--- src/rtl/cpu_pkg.sv ---
// Shared types and constants for the four-way memory port arbiter.
package cpu_pkg;

  // Arbiter FSM encoding.
  typedef enum logic [1:0] {
    ST_IDLE = 2'd0,
    ST_BUSY = 2'd1,
    ST_ACK  = 2'd2
  } state_e;

  // Requester select code; also the steering code for the lane muxes.
  typedef logic [1:0] sel_t;

  localparam sel_t REQ_IF  = 2'd0;
  localparam sel_t REQ_LS  = 2'd1;
  localparam sel_t REQ_DBG = 2'd2;
  localparam sel_t REQ_DMA = 2'd3;

endpackage

--- src/rtl/mem_port_arbiter_4_if.sv ---
// Requester and memory-side signal bundle of the arbiter.
interface mem_port_arbiter_4_if #(
  parameter int unsigned DATA_W = 32
);
  logic [3:0]          req;
  logic [3:0]          we;
  logic [4*DATA_W-1:0] addr_in;
  logic [4*DATA_W-1:0] wdata_in;
  logic [DATA_W-1:0]   mem_rdata;
  logic                mem_en;
  logic                mem_we;
  logic [DATA_W-1:0]   mem_addr;
  logic [DATA_W-1:0]   mem_wdata;
  logic [3:0]          grant;
  logic [1:0]          grant_sel;
  logic [3:0]          ack;
  logic [DATA_W-1:0]   rdata;

  // Requesters plus memory model side.
  modport master (
    output req, we, addr_in, wdata_in, mem_rdata,
    input  mem_en, mem_we, mem_addr, mem_wdata, grant, grant_sel, ack, rdata
  );

  // Arbiter side.
  modport slave (
    input  req, we, addr_in, wdata_in, mem_rdata,
    output mem_en, mem_we, mem_addr, mem_wdata, grant, grant_sel, ack, rdata
  );
endinterface

--- src/rtl/mem_port_arbiter_4_rr_pick_4.sv ---
// Round-robin picker: first set request scanning ptr, ptr+1, ... modulo 4.
module rr_pick_4
  import cpu_pkg::*;
(
  input  logic [3:0] req,
  input  sel_t       ptr,
  output logic       found,
  output sel_t       idx
);

  sel_t cand;

  // Scan from the farthest offset down so the closest-to-ptr request wins.
  always_comb begin
    found = 1'b0;
    idx   = ptr;
    cand  = ptr;
    for (int i = 3; i >= 0; i--) begin
      cand = ptr + sel_t'(i);
      if (req[cand]) begin
        found = 1'b1;
        idx   = cand;
      end
    end
  end

endmodule

--- src/rtl/mem_port_arbiter_4.sv ---
// Round-robin arbiter sharing one fixed-latency memory port among four requesters.
module mem_port_arbiter_4
  import cpu_pkg::*;
#(
  parameter int unsigned DATA_W  = 32,
  parameter int unsigned MEM_LAT = 2
) (
  input logic                 clk,
  input logic                 rst,
  mem_port_arbiter_4_if.slave bus
);

  localparam logic [3:0] CntInit = 4'(MEM_LAT - 1);

  state_e              state_q, state_d;
  sel_t                rr_ptr_q, rr_ptr_d;
  logic [3:0]          cnt_q, cnt_d;
  logic [3:0]          grant_q, grant_d;
  sel_t                grant_sel_q, grant_sel_d;
  logic [3:0]          ack_q, ack_d;
  logic                mem_en_q, mem_en_d;
  logic                mem_we_q, mem_we_d;
  logic [DATA_W-1:0]   mem_addr_q, mem_addr_d;
  logic [DATA_W-1:0]   mem_wdata_q, mem_wdata_d;
  logic [DATA_W-1:0]   rdata_q, rdata_d;

  logic                pick_found;
  sel_t                pick_idx;

  // 4:1 lane select out of a flattened bus.
  function automatic logic [DATA_W-1:0] lane_sel(input logic [4*DATA_W-1:0] flat,
                                                 input sel_t s);
    logic [DATA_W-1:0] v;
    unique case (s)
      2'd0:    v = flat[0*DATA_W +: DATA_W];
      2'd1:    v = flat[1*DATA_W +: DATA_W];
      2'd2:    v = flat[2*DATA_W +: DATA_W];
      default: v = flat[3*DATA_W +: DATA_W];
    endcase
    return v;
  endfunction

  rr_pick_4 u_pick (
    .req   (bus.req),
    .ptr   (rr_ptr_q),
    .found (pick_found),
    .idx   (pick_idx)
  );

  // Next-state and registered-output logic; everything holds unless a state acts on it.
  always_comb begin
    state_d     = state_q;
    rr_ptr_d    = rr_ptr_q;
    cnt_d       = cnt_q;
    grant_d     = grant_q;
    grant_sel_d = grant_sel_q;
    ack_d       = ack_q;
    mem_en_d    = mem_en_q;
    mem_we_d    = mem_we_q;
    mem_addr_d  = mem_addr_q;
    mem_wdata_d = mem_wdata_q;
    rdata_d     = rdata_q;

    unique case (state_q)
      ST_IDLE: begin
        ack_d = 4'b0000;
        if (pick_found) begin
          grant_sel_d = pick_idx;
          grant_d     = 4'b0001 << pick_idx;
          mem_en_d    = 1'b1;
          mem_we_d    = bus.we[pick_idx];
          // Port values latched here; later lane changes are ignored.
          mem_addr_d  = lane_sel(bus.addr_in, pick_idx);
          mem_wdata_d = lane_sel(bus.wdata_in, pick_idx);
          cnt_d       = CntInit;
          state_d     = ST_BUSY;
        end else begin
          grant_d     = 4'b0000;
          grant_sel_d = 2'd0;
          mem_en_d    = 1'b0;
          mem_we_d    = 1'b0;
        end
      end
      ST_BUSY: begin
        if (cnt_q != 4'd0) begin
          cnt_d = cnt_q - 4'd1;
        end else begin
          rdata_d  = bus.mem_rdata;
          ack_d    = grant_q;
          mem_en_d = 1'b0;
          mem_we_d = 1'b0;
          // Served requester drops to lowest priority.
          rr_ptr_d = grant_sel_q + 2'd1;
          state_d  = ST_ACK;
        end
      end
      ST_ACK: begin
        ack_d       = 4'b0000;
        grant_d     = 4'b0000;
        grant_sel_d = 2'd0;
        state_d     = ST_IDLE;
      end
      default: state_d = ST_IDLE;
    endcase
  end

  // State and output registers with synchronous reset; reset aborts any transaction.
  always_ff @(posedge clk) begin
    if (rst) begin
      state_q     <= ST_IDLE;
      rr_ptr_q    <= 2'd0;
      cnt_q       <= 4'd0;
      grant_q     <= 4'b0000;
      grant_sel_q <= 2'd0;
      ack_q       <= 4'b0000;
      mem_en_q    <= 1'b0;
      mem_we_q    <= 1'b0;
      mem_addr_q  <= '0;
      mem_wdata_q <= '0;
      rdata_q     <= '0;
    end else begin
      state_q     <= state_d;
      rr_ptr_q    <= rr_ptr_d;
      cnt_q       <= cnt_d;
      grant_q     <= grant_d;
      grant_sel_q <= grant_sel_d;
      ack_q       <= ack_d;
      mem_en_q    <= mem_en_d;
      mem_we_q    <= mem_we_d;
      mem_addr_q  <= mem_addr_d;
      mem_wdata_q <= mem_wdata_d;
      rdata_q     <= rdata_d;
    end
  end

  assign bus.grant     = grant_q;
  assign bus.grant_sel = grant_sel_q;
  assign bus.ack       = ack_q;
  assign bus.mem_en    = mem_en_q;
  assign bus.mem_we    = mem_we_q;
  assign bus.mem_addr  = mem_addr_q;
  assign bus.mem_wdata = mem_wdata_q;
  assign bus.rdata     = rdata_q;

endmodule

--- src/flat_wrapper.sv ---
// flat-port wrapper written by rule: the top's interface ports become plain ports
module mem_port_arbiter_4_flat import cpu_pkg::*;
#(
  parameter int unsigned DATA_W  = 32,
  parameter int unsigned MEM_LAT = 2
)
  (clk, rst, bus_req, bus_we, bus_addr_in, bus_wdata_in, bus_mem_rdata, bus_mem_en, bus_mem_we, bus_mem_addr, bus_mem_wdata, bus_grant, bus_grant_sel, bus_ack, bus_rdata);
  mem_port_arbiter_4_if #(.DATA_W(DATA_W)) bus_i ();
  input logic clk;
  input logic rst;
  input wire logic [$bits(bus_i.req)-1:0] bus_req;
  input wire logic [$bits(bus_i.we)-1:0] bus_we;
  input wire logic [$bits(bus_i.addr_in)-1:0] bus_addr_in;
  input wire logic [$bits(bus_i.wdata_in)-1:0] bus_wdata_in;
  input wire logic [$bits(bus_i.mem_rdata)-1:0] bus_mem_rdata;
  output wire logic [$bits(bus_i.mem_en)-1:0] bus_mem_en;
  output wire logic [$bits(bus_i.mem_we)-1:0] bus_mem_we;
  output wire logic [$bits(bus_i.mem_addr)-1:0] bus_mem_addr;
  output wire logic [$bits(bus_i.mem_wdata)-1:0] bus_mem_wdata;
  output wire logic [$bits(bus_i.grant)-1:0] bus_grant;
  output wire logic [$bits(bus_i.grant_sel)-1:0] bus_grant_sel;
  output wire logic [$bits(bus_i.ack)-1:0] bus_ack;
  output wire logic [$bits(bus_i.rdata)-1:0] bus_rdata;
  assign bus_i.req = bus_req;
  assign bus_i.we = bus_we;
  assign bus_i.addr_in = bus_addr_in;
  assign bus_i.wdata_in = bus_wdata_in;
  assign bus_i.mem_rdata = bus_mem_rdata;
  assign bus_mem_en = bus_i.mem_en;
  assign bus_mem_we = bus_i.mem_we;
  assign bus_mem_addr = bus_i.mem_addr;
  assign bus_mem_wdata = bus_i.mem_wdata;
  assign bus_grant = bus_i.grant;
  assign bus_grant_sel = bus_i.grant_sel;
  assign bus_ack = bus_i.ack;
  assign bus_rdata = bus_i.rdata;
  mem_port_arbiter_4 #(.DATA_W(DATA_W), .MEM_LAT(MEM_LAT)) u_core (.clk(clk), .rst(rst), .bus(bus_i));
endmodule
--- config.mk ---
export PLATFORM = sky130hd
export DESIGN_NAME = mem_port_arbiter_4_flat
export DESIGN_NICKNAME = d
export VERILOG_FILES = /design/src/rtl/cpu_pkg.sv /design/src/rtl/mem_port_arbiter_4_if.sv /design/src/rtl/mem_port_arbiter_4_rr_pick_4.sv /design/src/rtl/mem_port_arbiter_4.sv /design/src/flat_wrapper.sv
export SDC_FILE = /design/constraint.sdc
export NUM_CORES = 1
export LEC_CHECK = 0
export CELL_PAD_IN_SITES_DETAIL_PLACEMENT = 1
export CELL_PAD_IN_SITES_GLOBAL_PLACEMENT = 1
export CORE_UTILIZATION = 26
export CTS_CLUSTER_DIAMETER = 60
export CTS_CLUSTER_SIZE = 8
export DETAILED_ROUTE_END_ITERATION = 12
export PLACE_DENSITY_LB_ADDON = 0.1
export SYNTH_ARGS = -nofsm -noshare
export SYNTH_HDL_FRONTEND = slang
export SYNTH_SLANG_ARGS = --single-unit
--- constraint.sdc ---
create_clock -name clk -period 2.8 [get_ports clk]
set_input_delay 0.84 -clock clk [delete_from_list [all_inputs] [get_ports clk]]
set_output_delay 0.84 -clock clk [all_outputs]
set_load 0.03 [all_outputs]
## Word level (Yosys, flattened, before mapping)

Index checks and enable logic that the tools add are counted.

- Shift-type cells: 1
- Muxes and demuxes: 37
- Add/sub/neg operators: 5
- Magnitude comparators: 5
- Reduce and logical (&&, ||, !) cells: 13
- Equal/unequal tests: 7
- Bitwise gates (word level): 1

Operator list:

| cell | count |
|---|---|
| $pmux 32 s3 | 2 |
| $pmux 4 s2 | 3 |
| $mux 4 | 4 |
| $lt 2x3->1 const B | 5 |
| $mux 2 | 7 |
| $mux 1 | 12 |
| $bmux 1 s2 | 5 |
| $reduce_and 2->1 | 5 |
| $pmux 2 s2 | 2 |
| $reduce_bool 2->1 | 3 |
| $add 2x1->2 const B | 2 |
| $add 2x2->2 const B | 2 |
| $eq 2x1->1 const B | 2 |
| $eq 2x2->1 const B | 2 |
| $logic_not 2->1 | 2 |
| $ne 2x1->1 const B | 2 |
| $pmux 1 s2 | 2 |
| $reduce_bool 4->1 | 1 |
| $shl 1x2->4 const A | 1 |
| $sub 4x1->4 const B | 1 |
| $reduce_and 3->1 | 1 |
| $ne 2x2->1 const B | 1 |
| $reduce_or 2->1 | 1 |
| $not 1->1 | 1 |

- Register bits: 116
- Output and inout port bits: 108
- Word-level logic and storage cells: 80
- Bits of input ports: 298

## Logic depth before layout (Yosys ltp)

- Depth after elaboration: 11
- Gate-level depth with buffers: 8
- Depth with buffers taken out: 7

## Hierarchy

From an unflattened synthesis, not the netlist that was laid out.

- Cell total of the unflattened synthesis: 481
- Area, all modules: 5,659.2 um2

By module, submodules not included:

| module | seq. area each (um2) | instances | cells each | area an instance (um2) |
|---|---|---|---|---|
| mem_port_arbiter_4 | 2,322.2 | 1 | 465 | 5,559.1 |
| rr_pick_4 | 0.0 | 1 | 16 | 100.1 |

## Worst setup path before layout

Ideal clock, no wire load.

- Path type: input -> register
- Start: input bus_req[2]
- End: register u_core.mem_addr_q[0] (netlist: u_core.bus.mem_addr[0])
- Buffers on the path: 2
- Slack: 462 ps
- Arrival time: 2,259 ps
- Stages: 7
- Cell sequence: and2b_1 a2111oi_4 nor2_2 or3_1 buf_6 buf_6 o211ai_1

- Word-level cells in the longest chain between the ends: 8

Ends and longest elaborated chain:

| what | line | source |
|---|---|---|
| start, declared | flat_wrapper.sv:11 | `input wire logic [$bits(bus_i.req)-1:0] bus_req;` |
| $bmux 1 s2 | mem_port_arbiter_4_rr_pick_4.sv:20 | `if (req[cand]) begin` |
| $mux 1 (implied by the code) | mem_port_arbiter_4_rr_pick_4.sv:20 |  |
| $mux 2 (4 in series) | mem_port_arbiter_4_rr_pick_4.sv:20 |  |
| $eq 2x2->1, or another cell as far along | mem_port_arbiter_4.sv:34 | `unique case (s)` |
| $pmux 32 s3 | mem_port_arbiter_4.sv:34 |  |
| end signal, assigned | mem_port_arbiter_4.sv:130 | `mem_addr_q <= mem_addr_d;` |
| end, declared | mem_port_arbiter_4.sv:23 | `logic [DATA_W-1:0] mem_addr_q, mem_addr_d;` |

Parallel ways exist; a longest one is shown, timed or not. The select of a mux whose other input is x is not followed.
A chain may end at the register's enable or synchronous reset.

## Final worst setup path

- Start: input bus_req[1]
- End: register u_core.mem_addr_q[30] (netlist: u_core.bus.mem_addr[30])

Same word-level chain as after synthesis.

==> flow_summary.toml <==
[timing]
timing.hold.ws_ns = 0.4524
slew_viol_final = 0
clock-skew-final_ns = 0.009718
slew-limit-headroom_pct = 48.04
hold_viol_final = 0
period_needed_ns = 2.656
rsz0062_at_grt = "no"
period_share_pct = 94.85
fmax_ghz = 0.3765
finalSetupTns_ns = 0
worst_pin_slew_ns = 0.7794
setup_violations = 0

[cts]
cts_tree = "yes"
cts_made_buffers = 17
cts_sinks = 116
ctsResizeCount = 0
path_clk_slew_ns = 0.06
ctsHoldBuffers = 0
postCtsSetupBuffers = 0
root_buffer = "clkbuf_16"
clk_latency_ns = 0.42
cts_buffer_depth = 2
h-tree-depth = 4

[grt]
grtUsageTotal_pct = 23.41
grt_pass1_vias = 8146
overflow = 0
antenna_found_initial = 1
grt_max_degree = 43
grt_first_pass_wirelength_mm = 46.21

[critical_path]
crit_buf_inv = 4
r2r_cells = 6
crit_path_top_delay_cell = "or3_2"
cp_num_cells = 8
startpoint_type = "input pin"
worst_path_largest_cell_delay_ns = 0.54
crit_family = "buffers and inverters"
crit_chain = "clkdlybuf4s50_1 > buf_4 > or3_2 > nand3_4 > buf_12 > buf_4 > mux2i_1 > o211ai_1"
cp.arrival_ns = 2.94
r2r_end = "u_core.bus.mem_addr[18]"
required_ns = 3.08
critPathCaptureType = "flip-flop"
startpoint = "bus_req[1]"
endpoint = "u_core.bus.mem_addr[30]"
reg2reg_slack_ns = 0.67
criticalPathCategory = "input pin to flip-flop"
r2r-start = "u_core.rr_ptr_q[1]"
cp_common_cell = "buf_4"
worstPathMaxFanout = 19

[synthesis]
synth_xor_area_share_pct = 0.4070
yosysWarnings = 0
synth.distinct_cells = 39
synth_async_sr_flop_share_pct = 0
synth_common_cells = "nand2_1 (139), dfxtp_1 (116), mux2i_1 (67)"
synth_top_cell_area_share_pct = 35.97
yosysMostFrequentCell = "nand2_1"
ys.flop_type = "dfxtp_1"
yosysTopAreaCell = "dfxtp_1"
synth_edf_count = 0
synth_area_leaders = "dfxtp_1 (36%), mux2i_1 (10%), and4_1 (8.5%)"
synth_fp_nets = 1069
syn_avg_cell_area_um2 = 8.396
synth_seq_cells = 116
ys_seq_area_share_pct = 35.97
synth_mux_area_share_pct = 10.39
netlist_area_um2 = 6456
synth_cells = 769
synthAdderAreaFrac_pct = 0.3876
synth_compound_area_share_pct = 26.07
synth_top_family_by_area = "compound AO/OA/AOI/OAI gates"
synth-simple-area-share_pct = 20.79

[place]
dp_cells = 1484
gp_congestion = 0.7980
dp_hpwl_mm = 22.00
numPortBuffers = 405

[final_layout]
final.fill_count = 2785
nets = 1479
syn_to_final_growth_pct = 85.19
post_layout_nonfiller_instances = 1517
drive_gt1_share_pct = 9.564

[detailed_routing]
viasPerCell = 4.939
ant_nets = 0
remaining_drc_errors = 0
route.vias.total = 7492
dr.pass1.iters = 4
wl_per_cell_um = 19.52
drtIter0Drc = 245
wl_mm = 29.61

[die]
die_x_um = 159.6
die_area_um2 = 25470
num_rows = 57
initial_utilization_pct = 26.55
ios = 406
dieHeight_um = 159.6
core-area_um2 = 24320

[min_path]
hold_depth = 2
min_path_type = "flip-flop to flip-flop"

[power_and_ir_drop]
powerDensity_nw_per_um2 = 855.2
peakVddDrop_mv = 0.3727
power.leakage_nw = 4.490

[status]
status = "completed"

[run]
cap_viol_max_count = 0
==> cell families (layout without fill, tap and decap cells) <==
family,Yosys count,in the layout
AOI/OAI and AO/OA,246,246
xor gates and xnor gates,3,3
adders and majority gates,2,2
buffers and inverters,86,509
DFF,116,116
muxes,67,67
other,0,1
and+or+nand+nor,249,249
==> worst min-delay path by stage <==
stage                               from              endpoint  slack, ns
floorplan             u_core.rr_ptr_q[0]    u_core.rr_ptr_q[0]       0.49
global placement    u_core.bus.rdata[23]  u_core.bus.rdata[23]       0.44
detailed placement  u_core.bus.rdata[21]  u_core.bus.rdata[21]       0.45
CTS                 u_core.bus.rdata[21]  u_core.bus.rdata[21]       0.45
global route        u_core.bus.rdata[16]  u_core.bus.rdata[16]       0.47
finish              u_core.bus.rdata[28]  u_core.bus.rdata[28]       0.45
==> cells in the final DEF, fill, tap and decap left out, types with 3 or more instances in the layout <==
cell type and instances:
o211ai_1 63, o21ai_0 54, mux2i_1 67, and4_1 63
clkdlybuf4s50_1 404, clkinv_2 4, a211oi_1 3, nor2b_1 5
clkbuf_16 17, xor2_1 3, buf_12 22, nor2_1 15
inv_1 6, dfxtp_1 116, clkinv_4 5, nor3_1 3
or3_1 3, o31a_1 63, a21oi_1 40, nand2_1 139
buf_4 44, nand2b_1 3, o21ai_1 11
==> cell type report <==
class,count,area (um2),share of cell area [%]
inverters,6,22.52,0.1884
diodes,1,2.502,0.02093
clock inverters,15,156.4,1.308
flip-flops and latches,116,2322,19.42
multi-input cells,567,3802,31.80
repair buffers,471,4820,40.31
clock buffers,17,425.4,3.558
well taps,324,405.4,3.391
==> sequential cells by signal (all words and copies together), names as in the netlist <==
signal,cells
u_core.bus.mem_addr,32
u_core.bus.rdata,32
u_core.cnt_q,4
u_core.state_q,2
u_core.bus.grant_sel,2
u_core.rr_ptr_q,2
u_core.bus.ack,4
u_core.bus.mem_we,1
u_core.bus.grant,4
u_core.bus.mem_wdata,32
u_core.bus.mem_en,1
==> through the flow <==
step	total power [mW]	instance area, um2	worst slack (ns)	util [%]
finish	10.23	11960	0.1441	49.16
global placement	8.054	11370	-0.2148	46.76
detailed placement	8.122	11370	-0.2925	46.76
global route	10.79	11960	0.04776	49.16
floorplan	5.464	6456	0.4618	-
CTS	10.34	11950	0.1443	49.15
==> power by group <==
group / total (mW) / switching (mW) / internal [mW]
logic: 5.56 / 3.04 / 2.52
clock network: 2.17 / 0.856 / 1.31
registers: 2.50 / 0.317 / 2.18
total: 10.2 / 4.21 / 6.01
==> routing by layer <==
layer  track usage, %  part of all wire (%)
met4            8.916                   2.7
met3            5.418                   5.8
met5                0                     0
met1            27.40                    42
met2            41.21                    50
==> worst reg2reg max path: stages (launching register included) <==
cell and delay (ns):
dfxtp_1 0.45, nor2_1 0.12, a2111oi_4 0.46, nor2_2 0.08, or3_2 0.49, buf_12 0.21, o211ai_1 0.25
No activity file was read; power rests on OpenSTA's default activity.
